--- src/rtl/vga_scan_timing.sv ---
// -----------------------------------------------------------------------------
// vga_scan_timing
//
// Pixel-timing generator for the frame renderer. Free-running horizontal and
// vertical counters produce the scan coordinate, the active-area flag, the
// monitor sync pulses and two frame-level strobes used by game logic.
//
// The sync pulses are delayed by SYNC_DELAY enabled cycles so that they line
// up with the renderer's registered colour output.
//
// Optional feature macro: VGA_SCAN_PATTERN_EN
//   When defined, a registered eight-bar colour test pattern is produced on
//   pattern_rgb. When not defined, the port and its logic are absent.
//
// Ports
//   clk          in   pixel clock
//   rst          in   asynchronous reset, active low
//   ce           in   pixel enable; counters, syncs and delay stages advance
//                     only when high
//   x            out  horizontal count, 0..H_TOTAL-1
//   y            out  vertical count, 0..V_TOTAL-1
//   o_active     out  (x,y) lies inside the visible area
//   hsync        out  delayed horizontal sync, polarity from SYNC_POL
//   vsync        out  delayed vertical sync, polarity from SYNC_POL
//   frame_start  out  one-pixel strobe at (0,0)
//   vblank_start out  one-pixel strobe at (0,V_ACTIVE)
//   pattern_rgb  out  3:3:3 test pattern (VGA_SCAN_PATTERN_EN only)
// -----------------------------------------------------------------------------
module vga_scan_timing #(
  parameter int H_ACTIVE   = 800,
  parameter int H_FP       = 56,
  parameter int H_SYNC     = 120,
  parameter int H_BP       = 64,
  parameter int V_ACTIVE   = 600,
  parameter int V_FP       = 37,
  parameter int V_SYNC     = 6,
  parameter int V_BP       = 23,
  parameter bit SYNC_POL   = 1'b1,
  parameter int SYNC_DELAY = 1
) (
  input  logic        clk,
  input  logic        rst,
  input  logic        ce,
  output logic [10:0] x,
  output logic [9:0]  y,
  output logic        o_active,
  output logic        hsync,
  output logic        vsync,
  output logic        frame_start,
  output logic        vblank_start
`ifdef VGA_SCAN_PATTERN_EN
  ,
  output logic [8:0]  pattern_rgb
`endif
);

  localparam logic [10:0] H_TOTAL_M1 = 11'(H_ACTIVE + H_FP + H_SYNC + H_BP - 1);
  localparam logic [10:0] H_ACT      = 11'(H_ACTIVE);
  localparam logic [10:0] H_SYNC_ON  = 11'(H_ACTIVE + H_FP);
  localparam logic [10:0] H_SYNC_OFF = 11'(H_ACTIVE + H_FP + H_SYNC);

  localparam logic [9:0]  V_TOTAL_M1 = 10'(V_ACTIVE + V_FP + V_SYNC + V_BP - 1);
  localparam logic [9:0]  V_ACT      = 10'(V_ACTIVE);
  localparam logic [9:0]  V_SYNC_ON  = 10'(V_ACTIVE + V_FP);
  localparam logic [9:0]  V_SYNC_OFF = 10'(V_ACTIVE + V_FP + V_SYNC);

  logic        r_running;
  logic [10:0] r_x;
  logic [9:0]  r_y;

  logic w_active;
  logic w_hs_raw;
  logic w_vs_raw;
  logic w_hs_dly;
  logic w_vs_dly;

  // running goes high on the first edge after reset release regardless of ce,
  // so (0,0) is presented for one full cycle before the counters move.
  always_ff @(posedge clk or negedge rst) begin
    if (!rst) begin
      r_running <= 1'b0;
      r_x       <= '0;
      r_y       <= '0;
    end else begin
      r_running <= 1'b1;
      if (r_running && ce) begin
        if (r_x == H_TOTAL_M1) begin
          r_x <= '0;
          r_y <= (r_y == V_TOTAL_M1) ? '0 : r_y + 10'd1;
        end else begin
          r_x <= r_x + 11'd1;
        end
      end
    end
  end

  assign w_active = r_running && (r_x < H_ACT) && (r_y < V_ACT);
  assign w_hs_raw = (r_x >= H_SYNC_ON) && (r_x < H_SYNC_OFF);
  assign w_vs_raw = (r_y >= V_SYNC_ON) && (r_y < V_SYNC_OFF);

  generate
    if (SYNC_DELAY == 0) begin : g_sync_direct
      assign w_hs_dly = w_hs_raw;
      assign w_vs_dly = w_vs_raw;
    end else begin : g_sync_pipe
      logic [SYNC_DELAY-1:0] r_hs_pipe;
      logic [SYNC_DELAY-1:0] r_vs_pipe;

      always_ff @(posedge clk or negedge rst) begin
        if (!rst) begin
          r_hs_pipe <= '0;
          r_vs_pipe <= '0;
        end else if (ce) begin
          r_hs_pipe[0] <= w_hs_raw;
          r_vs_pipe[0] <= w_vs_raw;
          for (int i = 1; i < SYNC_DELAY; i++) begin
            r_hs_pipe[i] <= r_hs_pipe[i-1];
            r_vs_pipe[i] <= r_vs_pipe[i-1];
          end
        end
      end

      assign w_hs_dly = r_hs_pipe[SYNC_DELAY-1];
      assign w_vs_dly = r_vs_pipe[SYNC_DELAY-1];
    end
  endgenerate

  assign x            = r_x;
  assign y            = r_y;
  assign o_active     = w_active;
  assign hsync        = SYNC_POL ? w_hs_dly : ~w_hs_dly;
  assign vsync        = SYNC_POL ? w_vs_dly : ~w_vs_dly;
  assign frame_start  = r_running && ce && (r_x == '0) && (r_y == '0);
  assign vblank_start = r_running && ce && (r_x == '0) && (r_y == V_ACT);

`ifdef VGA_SCAN_PATTERN_EN
  localparam logic [10:0] BAR_W = 11'(H_ACTIVE / 8);

  logic [2:0] w_bar;
  logic [8:0] r_pattern;

  // Only the low three bits matter: the index is 0..7 inside the active area,
  // and the result is forced to zero outside it.
  assign w_bar = 3'(r_x / BAR_W);

  always_ff @(posedge clk or negedge rst) begin
    if (!rst) begin
      r_pattern <= '0;
    end else if (ce) begin
      r_pattern <= w_active ? {{3{w_bar[2]}}, {3{w_bar[1]}}, {3{w_bar[0]}}} : 9'd0;
    end
  end

  assign pattern_rgb = r_pattern;
`endif

endmodule
--- config.mk ---
export PLATFORM = sky130hd
export DESIGN_NAME = vga_scan_timing
export DESIGN_NICKNAME = d
export VERILOG_FILES = /design/src/rtl/vga_scan_timing.sv
export SDC_FILE = /design/constraint.sdc
export NUM_CORES = 1
export LEC_CHECK = 0
export CAP_MARGIN = 20
export CORE_MARGIN = 2
export CORE_UTILIZATION = 46
export CTS_CLUSTER_DIAMETER = 30
export CTS_CLUSTER_SIZE = 14
export DETAILED_ROUTE_END_ITERATION = 10
export GPL_TIMING_DRIVEN = 0
export PLACE_DENSITY = 0.73
export SKIP_CTS_REPAIR_TIMING = 1
export SLEW_MARGIN = 20
export SYNTH_ARGS = -nofsm -noshare
export SYNTH_HDL_FRONTEND = slang
export SYNTH_SLANG_ARGS = --single-unit
--- constraint.sdc ---
create_clock -name clk -period 1.73 [get_ports clk]
set_input_delay 0.4325 -clock clk [delete_from_list [all_inputs] [get_ports clk]]
set_output_delay 0.4325 -clock clk [all_outputs]
set_load 0.01 [all_outputs]
==> report_table.html, run 1 <==
<table>
<tr><th>Metric</th><th>Value</th></tr>
<tr><th colspan="2">Yosys</th></tr>
<tr><td>Number of distinct library cells after synthesis</td><td>44</td></tr>
<tr><td>Post-Synthesis Cells</td><td>149</td></tr>
<tr><td>Flip-flop and latch count after synthesis</td><td>24</td></tr>
<tr><td>Async set-reset flop share out of synthesis</td><td>100%</td></tr>
<tr><td>Net count after synthesis</td><td>158</td></tr>
<tr><td>Leading cell types by total area after synthesis</td><td>sky130_fd_sc_hd__dfrtp_1 42%, sky130_fd_sc_hd__ha_1 5.3%, sky130_fd_sc_hd__nand2_1 3.7%</td></tr>
<tr><td>Most used DFF post-synth</td><td>sky130_fd_sc_hd__dfrtp_1</td></tr>
<tr><td>Per-instance average area after synthesis</td><td>9.52 µm²</td></tr>
<tr><td>Area share of the leading cell type in the synthesized netlist</td><td>42.3%</td></tr>
<tr><td>Dominant cell type by area after synthesis</td><td>sky130_fd_sc_hd__dfrtp_1</td></tr>
<tr><td>Warning count from the yosys run</td><td>0</td></tr>
<tr><td>Count of flip-flops with a built-in enable after synthesis</td><td>0</td></tr>
<tr><td>Share of synthesized area occupied by flip-flops and latches</td><td>42.3%</td></tr>
<tr><td>Area of the mapped netlist</td><td>1420 µm²</td></tr>
<tr><th colspan="2">Global routing</th></tr>
<tr><td>Met2 capacity usage during global routing</td><td>29.5%</td></tr>
<tr><td>Total overflow reported by the global router</td><td>0</td></tr>
<tr><td>Pin count of the biggest net entering global routing</td><td>25</td></tr>
<tr><td>Met1 Usage GRT</td><td>28.3%</td></tr>
<tr><td>Via count of the first global-routing pass</td><td>1,106</td></tr>
<tr><td>Global routing usage on met3</td><td>3.28%</td></tr>
<tr><td>Busiest layer in global routing</td><td>met2</td></tr>
<tr><td>Initial antenna violation count</td><td>0</td></tr>
<tr><td>Global-route wire length before repair</td><td>5260 µm</td></tr>
<tr><td>Global routing usage summed across all routing layers</td><td>19.7%</td></tr>
<tr><th colspan="2">Route</th></tr>
<tr><td>Via total after detailed routing</td><td>1,476</td></tr>
<tr><td>Via-per-instance ratio</td><td>5.81</td></tr>
<tr><td>Average wire length per cell after detail routing</td><td>17.3 µm</td></tr>
<tr><td>Number of optimization iterations in the first detailed-route pass</td><td>4</td></tr>
<tr><td>Final wirelength</td><td>4390 µm</td></tr>
<tr><td>DRC Markers</td><td>0</td></tr>
<tr><td>Detail Route Antenna Nets</td><td>0</td></tr>
<tr><td>First-iteration detailed-routing DRC count</td><td>77</td></tr>
<tr><th colspan="2">Place</th></tr>
<tr><td>Routability Congestion</td><td>0.841</td></tr>
<tr><td>Dpl ws</td><td>-0.988 ns</td></tr>
<tr><td>Dpl hpwl</td><td>2340 µm</td></tr>
<tr><td>Post-DP Area</td><td>1760 µm²</td></tr>
<tr><td>Quantity of I/O buffers inserted on ports</td><td>28</td></tr>
<tr><th colspan="2">STA</th></tr>
<tr><td>Max Freq</td><td>385 MHz</td></tr>
<tr><td>Post-route fraction of the period consumed by the critical path</td><td>150%</td></tr>
<tr><td>Final Slew Violations</td><td>0</td></tr>
<tr><td>Final-report hold violation count</td><td>0</td></tr>
<tr><td>Worst slew margin</td><td>63.2%</td></tr>
<tr><td>Unrepaired setup endpoints after global routing</td><td>true</td></tr>
<tr><td>Post-route clock skew</td><td>0.00678 ns</td></tr>
<tr><td>Final worst setup slack</td><td>-0.867 ns</td></tr>
<tr><td>Final critical-path required period</td><td>2.60 ns</td></tr>
<tr><td>Total of endpoints with negative setup slack in the final report</td><td>7</td></tr>
<tr><td>Transition time at the pin with the least slew margin</td><td>0.552 ns</td></tr>
<tr><th colspan="2">Clock tree</th></tr>
<tr><td>CTS H-tree depth</td><td>1</td></tr>
<tr><td>CTS tree</td><td>yes</td></tr>
<tr><td>Clock-pin slew on the worst setup and hold paths</td><td>0.14 ns</td></tr>
<tr><td>Buffer levels on the longest clock path</td><td>2</td></tr>
<tr><td>CTS Root Cell</td><td>sky130_fd_sc_hd__clkbuf_4</td></tr>
<tr><td>CTS sink count</td><td>24</td></tr>
<tr><td>Clock latency reported for the late side of the worst-skew pair</td><td>0.32 ns</td></tr>
<tr><td>Number of buffers added by the clock tree synthesis step</td><td>3</td></tr>
<tr><th colspan="2">Finish</th></tr>
<tr><td>Relative area change from synthesis to final layout</td><td>62.2%</td></tr>
<tr><td>Leading cell type in the layout, fill and taps excluded</td><td>sky130_fd_sc_hd__buf_4</td></tr>
<tr><td>Final nets</td><td>231</td></tr>
<tr><td>Final Instance Area</td><td>2300 µm²</td></tr>
<tr><td>Diode insertion count for antenna repair</td><td>0</td></tr>
<tr><td>Share of layout cells above drive strength 1</td><td>43.4%</td></tr>
<tr><td>Most used cells in the layout excluding fill and tap cells</td><td>36 x sky130_fd_sc_hd__buf_4, 20 x sky130_fd_sc_hd__dlymetal6s2s_1, 14 x sky130_fd_sc_hd__dfrtp_2</td></tr>
<tr><th colspan="2">Worst setup path</th></tr>
<tr><td>Crit path buffers/inverters</td><td>3</td></tr>
<tr><td>Endpoint of the worst register-to-register path</td><td>y[9]</td></tr>
<tr><td>R2R Path Start</td><td>x[7]</td></tr>
<tr><td>Critical Path AT</td><td>2.16 ns</td></tr>
<tr><td>Sort of element at the end of the critical path</td><td>primary output</td></tr>
<tr><td>Startpoint class of the critical path</td><td>flip-flop</td></tr>
<tr><td>Critical path cell sequence</td><td>buf_8 -&gt; or4_4 -&gt; nor3_2 -&gt; nand4_1 -&gt; buf_4 -&gt; nor2_2 -&gt; buf_2</td></tr>
<tr><td>Crit-path slowest cell</td><td>sky130_fd_sc_hd__or4_4</td></tr>
<tr><td>Levels on crit path</td><td>7</td></tr>
<tr><td>Crit path max-delay family</td><td>simple AND/OR/NAND/NOR gates</td></tr>
<tr><td>CP peak stage delay</td><td>0.54 ns</td></tr>
<tr><td>Worst endpoint required time</td><td>1.30 ns</td></tr>
<tr><td>Launching instance or port of the critical path</td><td>x[5]</td></tr>
<tr><td>Critical setup path kind</td><td>flip-flop to primary output</td></tr>
<tr><td>CP endpoint</td><td>vblank_start</td></tr>
<tr><td>Logic depth of the worst register-to-register path</td><td>5</td></tr>
<tr><td>Internal reg-to-reg setup slack</td><td>-0.14 ns</td></tr>
<tr><td>Critical Path Fanout Max</td><td>9</td></tr>
<tr><th colspan="2">Pwr</th></tr>
<tr><td>Peak ir drop on the vdd network</td><td>0.742 mV</td></tr>
<tr><td>Power per standard cell area</td><td>650 nW/µm²</td></tr>
<tr><td>Static power due to leakage</td><td>1.26 nW</td></tr>
<tr><th colspan="2">Min path</th></tr>
<tr><td>Hold WC Path Type</td><td>input pin to asynchronous set/reset pin</td></tr>
<tr><th colspan="2">Floorplanning</th></tr>
<tr><td>Core Region</td><td>3000 µm²</td></tr>
<tr><td>DIE AREA</td><td>3550 µm²</td></tr>
<tr><td>Die height</td><td>59.5 µm</td></tr>
<tr><td>Initial core utilization</td><td>47.3%</td></tr>
<tr><td>Number of top-level pins</td><td>29</td></tr>
<tr><td>Die Wd</td><td>59.5 µm</td></tr>
<tr><td>Cell Rows</td><td>20</td></tr>
<tr><th colspan="2">Run status</th></tr>
<tr><td>Run status</td><td>complete, but fails checks</td></tr>
<tr><td>Failing checks</td><td>negative setup slack</td></tr>
<tr><th colspan="2">Flow run</th></tr>
<tr><td>Maxcap violations</td><td>0</td></tr>
</table>
## power by group
group / switching (W) / internal, W
logic: 0.000239 / 0.000262
clock network: 0.000174 / 0.000129
registers: 0.0000720 / 0.000620
## cell usage after synthesis, types with 2 or more instances
library cell and n:
sky130_fd_sc_hd__dfrtp_1 24, sky130_fd_sc_hd__nand2_1 14, sky130_fd_sc_hd__nand3_1 10, sky130_fd_sc_hd__inv_1 9, sky130_fd_sc_hd__o21ai_0 7, sky130_fd_sc_hd__ha_1 6, sky130_fd_sc_hd__a21oi_1 5, sky130_fd_sc_hd__and3_1 5
sky130_fd_sc_hd__nand4_1 5, sky130_fd_sc_hd__nor2_1 5, sky130_fd_sc_hd__xnor2_1 5, sky130_fd_sc_hd__xor2_1 5, sky130_fd_sc_hd__nor2b_1 4, sky130_fd_sc_hd__or4_1 4, sky130_fd_sc_hd__clkbuf_1 3, sky130_fd_sc_hd__nor3_1 3
sky130_fd_sc_hd__o211ai_1 3, sky130_fd_sc_hd__a31oi_1 2, sky130_fd_sc_hd__and2_1 2, sky130_fd_sc_hd__and3_2 2, sky130_fd_sc_hd__o2111ai_1 2, sky130_fd_sc_hd__o22ai_1 2
## area by class of cell
type | count | area [µm²]
multi-input cells | 110 | 882
fillers | 189 | 702
repair buffers | 68 | 628
flip-flops and latches | 24 | 618
plain buffers | 6 | 61.3
well taps | 33 | 41.3
clock buffers | 4 | 36.3
inverters | 9 | 33.8
## through the flow
| stage | total power (W) | setup TNS (ns) | util (%) | instances | hold WS (ns) |
|---|---|---|---|---|---|
| floorplan | 0.000892 | -0.428 | - | 149 | 0.137 |
| CTS | 0.00137 | -5.43 | 59.8 | 214 | 0.539 |
| finish | 0.00150 | -2.17 | 76.6 | 254 | 0.0761 |
| global placement | 0.00106 | -7.88 | 58.6 | 210 | 0.525 |
| detailed placement | 0.00107 | -9.24 | 58.6 | 210 | 0.520 |
| global route | 0.00158 | -3.15 | 76.6 | 254 | 0.104 |
## worst min-delay path by stage
stage | startpoint | end | slack, ns | cells past startpoint
floorplan | rst | hsync | 0.14 | 0
global placement | hsync | hsync | 0.53 | 2
detailed placement | hsync | hsync | 0.52 | 2
CTS | hsync | hsync | 0.54 | 2
global route | rst | x[5] | 0.10 | 1
finish | rst | x[6] | 0.08 | 1
## cells by family after synthesis
kind of cell | Yosys count | synth area share [%]
and+or+nand+nor | 65 | 28.3
AOI/OAI and AO/OA | 28 | 12.8
DFF | 24 | 42.3
buffers and inverters | 15 | 4.85
xor gates and xnor gates | 10 | 6.17
adders and majority gates | 6 | 5.29
other | 1 | 0.264
## sequential cells by signal, summed over array words and instances (netlist names)
register   cells
r_running      1
y             10
x             11
hsync          1
vsync          1
## worst reg2reg max path, cell delays in order, from the launching register on
cell,delay [ns]
sky130_fd_sc_hd__dfrtp_2,0.47
sky130_fd_sc_hd__buf_6,0.13
sky130_fd_sc_hd__nor4b_4,0.37
sky130_fd_sc_hd__nand4_4,0.19
sky130_fd_sc_hd__or4_1,0.54
sky130_fd_sc_hd__nand3_1,0.10
## metal layers
metal	wire length (µm)	up-vias
met5	0	-
met4	112	0
met3	236	16
met2	2150	62
met1	1890	704
li1	-	694
Note: power is estimated with default switching activity, not from simulation.
==> run 2, diff against run 1 <==
--- a/config.mk
+++ b/config.mk
@@ -7,12 +7,12 @@
 export LEC_CHECK = 0
 export CAP_MARGIN = 20
 export CORE_MARGIN = 2
-export CORE_UTILIZATION = 46
+export CORE_UTILIZATION = 53
 export CTS_CLUSTER_DIAMETER = 30
 export CTS_CLUSTER_SIZE = 14
 export DETAILED_ROUTE_END_ITERATION = 10
 export GPL_TIMING_DRIVEN = 0
-export PLACE_DENSITY = 0.73
+export PLACE_DENSITY = 0.79
 export SKIP_CTS_REPAIR_TIMING = 1
 export SLEW_MARGIN = 20
 export SYNTH_ARGS = -nofsm -noshare
==> constraint.sdc (replaced) <==
create_clock -name clk -period 3 [get_ports clk]
set_input_delay 0.75 -clock clk [delete_from_list [all_inputs] [get_ports clk]]
set_output_delay 0.75 -clock clk [all_outputs]
set_load 0.01 [all_outputs]
==> run 2 against run 1 <==
Compared with the run above:
- the flow now finishes without violations
- routed wire length down 26%
- die area decreased by 12%
- sequential cell count did not move
- critical path depth decreased by 2
- worst hold slack better by 0.33 ns
- critical endpoint is now o_active
- core utilization shrank 4.0 points
- largest cell class unchanged
- count of clock-buffer cells in the layout down 1
- first-iteration DRC count shrank 45%
==> report_table.html, run 2 (synthesis gave the netlist of run 1 again) <==
<table>
<tr><th>Metric</th><th>Value</th></tr>
<tr><th colspan="2">Run status</th></tr>
<tr><td>Run status</td><td>complete, no violations (was complete, but fails checks)</td></tr>
<tr><th colspan="2">Route</th></tr>
<tr><td>Final wirelength</td><td>3270 µm (was 4390 µm)</td></tr>
<tr><td>Detail Route Antenna Nets</td><td>0 (unchanged)</td></tr>
<tr><td>Via-per-instance ratio</td><td>5.80 (was 5.81)</td></tr>
<tr><td>First-iteration detailed-routing DRC count</td><td>42 (was 77)</td></tr>
<tr><td>Average wire length per cell after detail routing</td><td>15.3 µm (was 17.3 µm)</td></tr>
<tr><td>Number of optimization iterations in the first detailed-route pass</td><td>4 (unchanged)</td></tr>
<tr><td>Via total after detailed routing</td><td>1,241 (was 1,476)</td></tr>
<tr><td>DRC Markers</td><td>0 (unchanged)</td></tr>
<tr><th colspan="2">Worst setup path</th></tr>
<tr><td>Crit path buffers/inverters</td><td>2 (was 3)</td></tr>
<tr><td>CP peak stage delay</td><td>0.57 ns (was 0.54 ns)</td></tr>
<tr><td>Endpoint of the worst register-to-register path</td><td>y[9] (unchanged)</td></tr>
<tr><td>Crit-path slowest cell</td><td>sky130_fd_sc_hd__clkdlybuf4s50_1 (was sky130_fd_sc_hd__or4_4)</td></tr>
<tr><td>Launching instance or port of the critical path</td><td>y[3] (was x[5])</td></tr>
<tr><td>Internal reg-to-reg setup slack</td><td>1.15 ns (was -0.14 ns)</td></tr>
<tr><td>Critical Path AT</td><td>2.02 ns (was 2.16 ns)</td></tr>
<tr><td>Critical setup path kind</td><td>flip-flop to primary output (unchanged)</td></tr>
<tr><td>Worst endpoint required time</td><td>2.25 ns (was 1.30 ns)</td></tr>
<tr><td>R2R Path Start</td><td>x[6] (was x[7])</td></tr>
<tr><td>Logic depth of the worst register-to-register path</td><td>5 (unchanged)</td></tr>
<tr><td>Critical path cell sequence</td><td>clkbuf_1 -&gt; a21oi_1 -&gt; o2111ai_1 -&gt; a31oi_1 -&gt; clkdlybuf4s50_1 (was buf_8 -&gt; or4_4 -&gt; nor3_2 -&gt; nand4_1 -&gt; buf_4 -&gt; nor2_2 -&gt; buf_2)</td></tr>
<tr><td>Critical Path Fanout Max</td><td>9 (unchanged)</td></tr>
<tr><td>Crit path max-delay family</td><td>buffers and inverters (was simple AND/OR/NAND/NOR gates)</td></tr>
<tr><td>Startpoint class of the critical path</td><td>flip-flop (unchanged)</td></tr>
<tr><td>Sort of element at the end of the critical path</td><td>primary output (unchanged)</td></tr>
<tr><th colspan="2">Floorplanning</th></tr>
<tr><td>DIE AREA</td><td>3110 µm² (was 3550 µm²)</td></tr>
<tr><td>Die Wd</td><td>55.7 µm (was 59.5 µm)</td></tr>
<tr><td>Cell Rows</td><td>18 (was 20)</td></tr>
<tr><td>Number of top-level pins</td><td>29 (unchanged)</td></tr>
<tr><td>Die height</td><td>55.7 µm (was 59.5 µm)</td></tr>
<tr><td>Core Region</td><td>2500 µm² (was 3000 µm²)</td></tr>
<tr><td>Initial core utilization</td><td>56.8% (was 47.3%)</td></tr>
<tr><th colspan="2">Place</th></tr>
<tr><td>Post-DP Area</td><td>1740 µm² (was 1760 µm²)</td></tr>
<tr><td>Dpl hpwl</td><td>2360 µm (was 2340 µm)</td></tr>
<tr><td>Quantity of I/O buffers inserted on ports</td><td>28 (unchanged)</td></tr>
<tr><td>Routability Congestion</td><td>0.968 (was 0.841)</td></tr>
<tr><th colspan="2">Pwr</th></tr>
<tr><td>Peak ir drop on the vdd network</td><td>0.424 mV (was 0.742 mV)</td></tr>
<tr><td>Part of the power in registers</td><td>53.2% (was 46.3%)</td></tr>
<tr><td>Clock power frac</td><td>18.9% (was 20.2%)</td></tr>
<tr><td>Final Power</td><td>0.000760 W (was 0.00150 W)</td></tr>
<tr><td>Combinational group share of total power</td><td>27.9% (was 33.5%)</td></tr>
<tr><td>Proportion of total power due to net switching</td><td>32.1% (was 32.4%)</td></tr>
<tr><td>Static power due to leakage</td><td>0.817 nW (was 1.26 nW)</td></tr>
<tr><td>Power per standard cell area</td><td>419 nW/µm² (was 650 nW/µm²)</td></tr>
<tr><td>Cell internal power dissipation</td><td>0.000516 W (was 0.00101 W)</td></tr>
<tr><td>P_sw</td><td>0.000244 W (was 0.000485 W)</td></tr>
<tr><th colspan="2">Finish</th></tr>
<tr><td>Leading cell type in the layout, fill and taps excluded</td><td>sky130_fd_sc_hd__clkdlybuf4s50_1 (was sky130_fd_sc_hd__buf_4)</td></tr>
<tr><td>Share of layout cells above drive strength 1</td><td>14.1% (was 43.4%)</td></tr>
<tr><td>Diode insertion count for antenna repair</td><td>0 (unchanged)</td></tr>
<tr><td>Final nets</td><td>195 (was 231)</td></tr>
<tr><td>Flip-flop count of the largest register after layout</td><td>11 (unchanged)</td></tr>
<tr><td>Final Instance Area</td><td>1820 µm² (was 2300 µm²)</td></tr>
<tr><td>Most used cells in the layout excluding fill and tap cells</td><td>24 x sky130_fd_sc_hd__clkdlybuf4s50_1, 21 x sky130_fd_sc_hd__dfrtp_1, 14 x sky130_fd_sc_hd__nand2_1 (was 36 x sky130_fd_sc_hd__buf_4, 20 x sky130_fd_sc_hd__dlymetal6s2s_1, 14 x sky130_fd_sc_hd__dfrtp_2)</td></tr>
<tr><td>Filler Cell Count</td><td>180 (was 189)</td></tr>
<tr><td>Relative area change from synthesis to final layout</td><td>28.0% (was 62.2%)</td></tr>
<tr><th colspan="2">Clock tree</th></tr>
<tr><td>CTS H-tree depth</td><td>1 (unchanged)</td></tr>
<tr><td>CTS Root Cell</td><td>sky130_fd_sc_hd__clkbuf_4 (unchanged)</td></tr>
<tr><td>Clock-pin slew on the worst setup and hold paths</td><td>0.13 ns (was 0.14 ns)</td></tr>
<tr><td>Number of buffers added by the clock tree synthesis step</td><td>3 (unchanged)</td></tr>
<tr><td>Buffer levels on the longest clock path</td><td>2 (unchanged)</td></tr>
<tr><td>CTS tree</td><td>yes (unchanged)</td></tr>
<tr><td>Clock latency reported for the late side of the worst-skew pair</td><td>0.31 ns (was 0.32 ns)</td></tr>
<tr><td>CTS sink count</td><td>24 (unchanged)</td></tr>
<tr><th colspan="2">STA</th></tr>
<tr><td>Final critical-path required period</td><td>2.77 ns</td></tr>
<tr><td>Final-report hold violation count</td><td>0 (unchanged)</td></tr>
<tr><td>Unrepaired setup endpoints after global routing</td><td>false (was true)</td></tr>
<tr><td>Post-route clock skew</td><td>0.00297 ns (was 0.00678 ns)</td></tr>
<tr><td>Final Slew Violations</td><td>0 (unchanged)</td></tr>
<tr><td>Transition time at the pin with the least slew margin</td><td>0.536 ns (was 0.552 ns)</td></tr>
<tr><td>Worst slew margin</td><td>64.0% (was 63.2%)</td></tr>
<tr><td>Total of endpoints with negative setup slack in the final report</td><td>0 (was 7)</td></tr>
<tr><td>Max Freq</td><td>361 MHz</td></tr>
<tr><td>Post-route fraction of the period consumed by the critical path</td><td>92.4%</td></tr>
<tr><th colspan="2">Global routing</th></tr>
<tr><td>Global routing usage summed across all routing layers</td><td>22.0% (was 19.7%)</td></tr>
<tr><td>Global-route wire length before repair</td><td>5570 µm (was 5260 µm)</td></tr>
<tr><td>Total overflow reported by the global router</td><td>0 (unchanged)</td></tr>
<tr><td>Via count of the first global-routing pass</td><td>1,196 (was 1,106)</td></tr>
<tr><td>Pin count of the biggest net entering global routing</td><td>25 (unchanged)</td></tr>
<tr><td>Initial antenna violation count</td><td>0 (unchanged)</td></tr>
<tr><th colspan="2">Min path</th></tr>
<tr><td>Hold WC Path Type</td><td>input pin to asynchronous set/reset pin (unchanged)</td></tr>
<tr><th colspan="2">Flow run</th></tr>
<tr><td>Maxcap violations</td><td>0 (unchanged)</td></tr>
</table>
## run 2: layer usage
| metal | up-vias | routed length (µm) | track usage (%) | part of all wire (%) |
|---|---|---|---|---|
| met3 | 6 | 142 | 3.95 | 4.3 |
| met4 | 0 | 51 | 8.36 | 1.6 |
| li1 | 612 | - | - | - |
| met2 | 36 | 1430 | 33.2 | 44 |
| met5 | - | 0 | 0 | 0 |
| met1 | 587 | 1650 | 31.6 | 50 |
## run 2: through the flow
stage	setup slack (ns)	std cells	TNS (ns)	util, %	hold WS [ns]
after global placement	-0.369	207	-0.637	69.5	0.519
after CTS	-0.382	210	-0.664	70.4	0.544
after detailed placement	-0.350	207	-0.602	69.5	0.525
final	0.227	214	0	72.7	0.403
after global routing	0.115	214	0	72.7	0.429
after floorplan	0.564	149	0	-	0.454
## run 2: layout make-up
| type | count | area [µm²] | area share (%) |
|---|---|---|---|
| Multi-Input combinational cell | 110 | 761 | 41.9 |
| Sequential cell | 24 | 604 | 33.3 |
| Timing Repair Buffer | 34 | 328 | 18.0 |
| Tap cell | 30 | 37.5 | 2.07 |
| Inverter | 9 | 33.8 | 1.86 |
| Buffer | 4 | 30.0 | 1.65 |
| Clock buffer | 3 | 22.5 | 1.24 |
## run 2: worst max path at each step
stage / endpoint / cells past startpoint
after floorplan: frame_start / 5
after global placement: frame_start / 6
after detailed placement: frame_start / 6
after CTS: frame_start / 6
after global routing: frame_start / 5
final: o_active / 5
## run 2: power by group through the flow
stage / Sequential (W) / Clock [W] / Combinational [W]
floorplan: 0.000410 / 0 / 0.0000951
global placement: 0.000399 / 0 / 0.000198
detailed placement: 0.000402 / 0 / 0.000201
CTS: 0.000395 / 0.000144 / 0.000206
global route: 0.000413 / 0.000159 / 0.000231
finish: 0.000405 / 0.000143 / 0.000212
## run 2: worst register-to-register path, cell delays in order (launching register included)
cell and delay [ns]:
sky130_fd_sc_hd__dfrtp_1 0.42, sky130_fd_sc_hd__buf_6 0.15, sky130_fd_sc_hd__nor4b_4 0.40, sky130_fd_sc_hd__nand4_4 0.20, sky130_fd_sc_hd__or4_1 0.53, sky130_fd_sc_hd__nand3_1 0.10
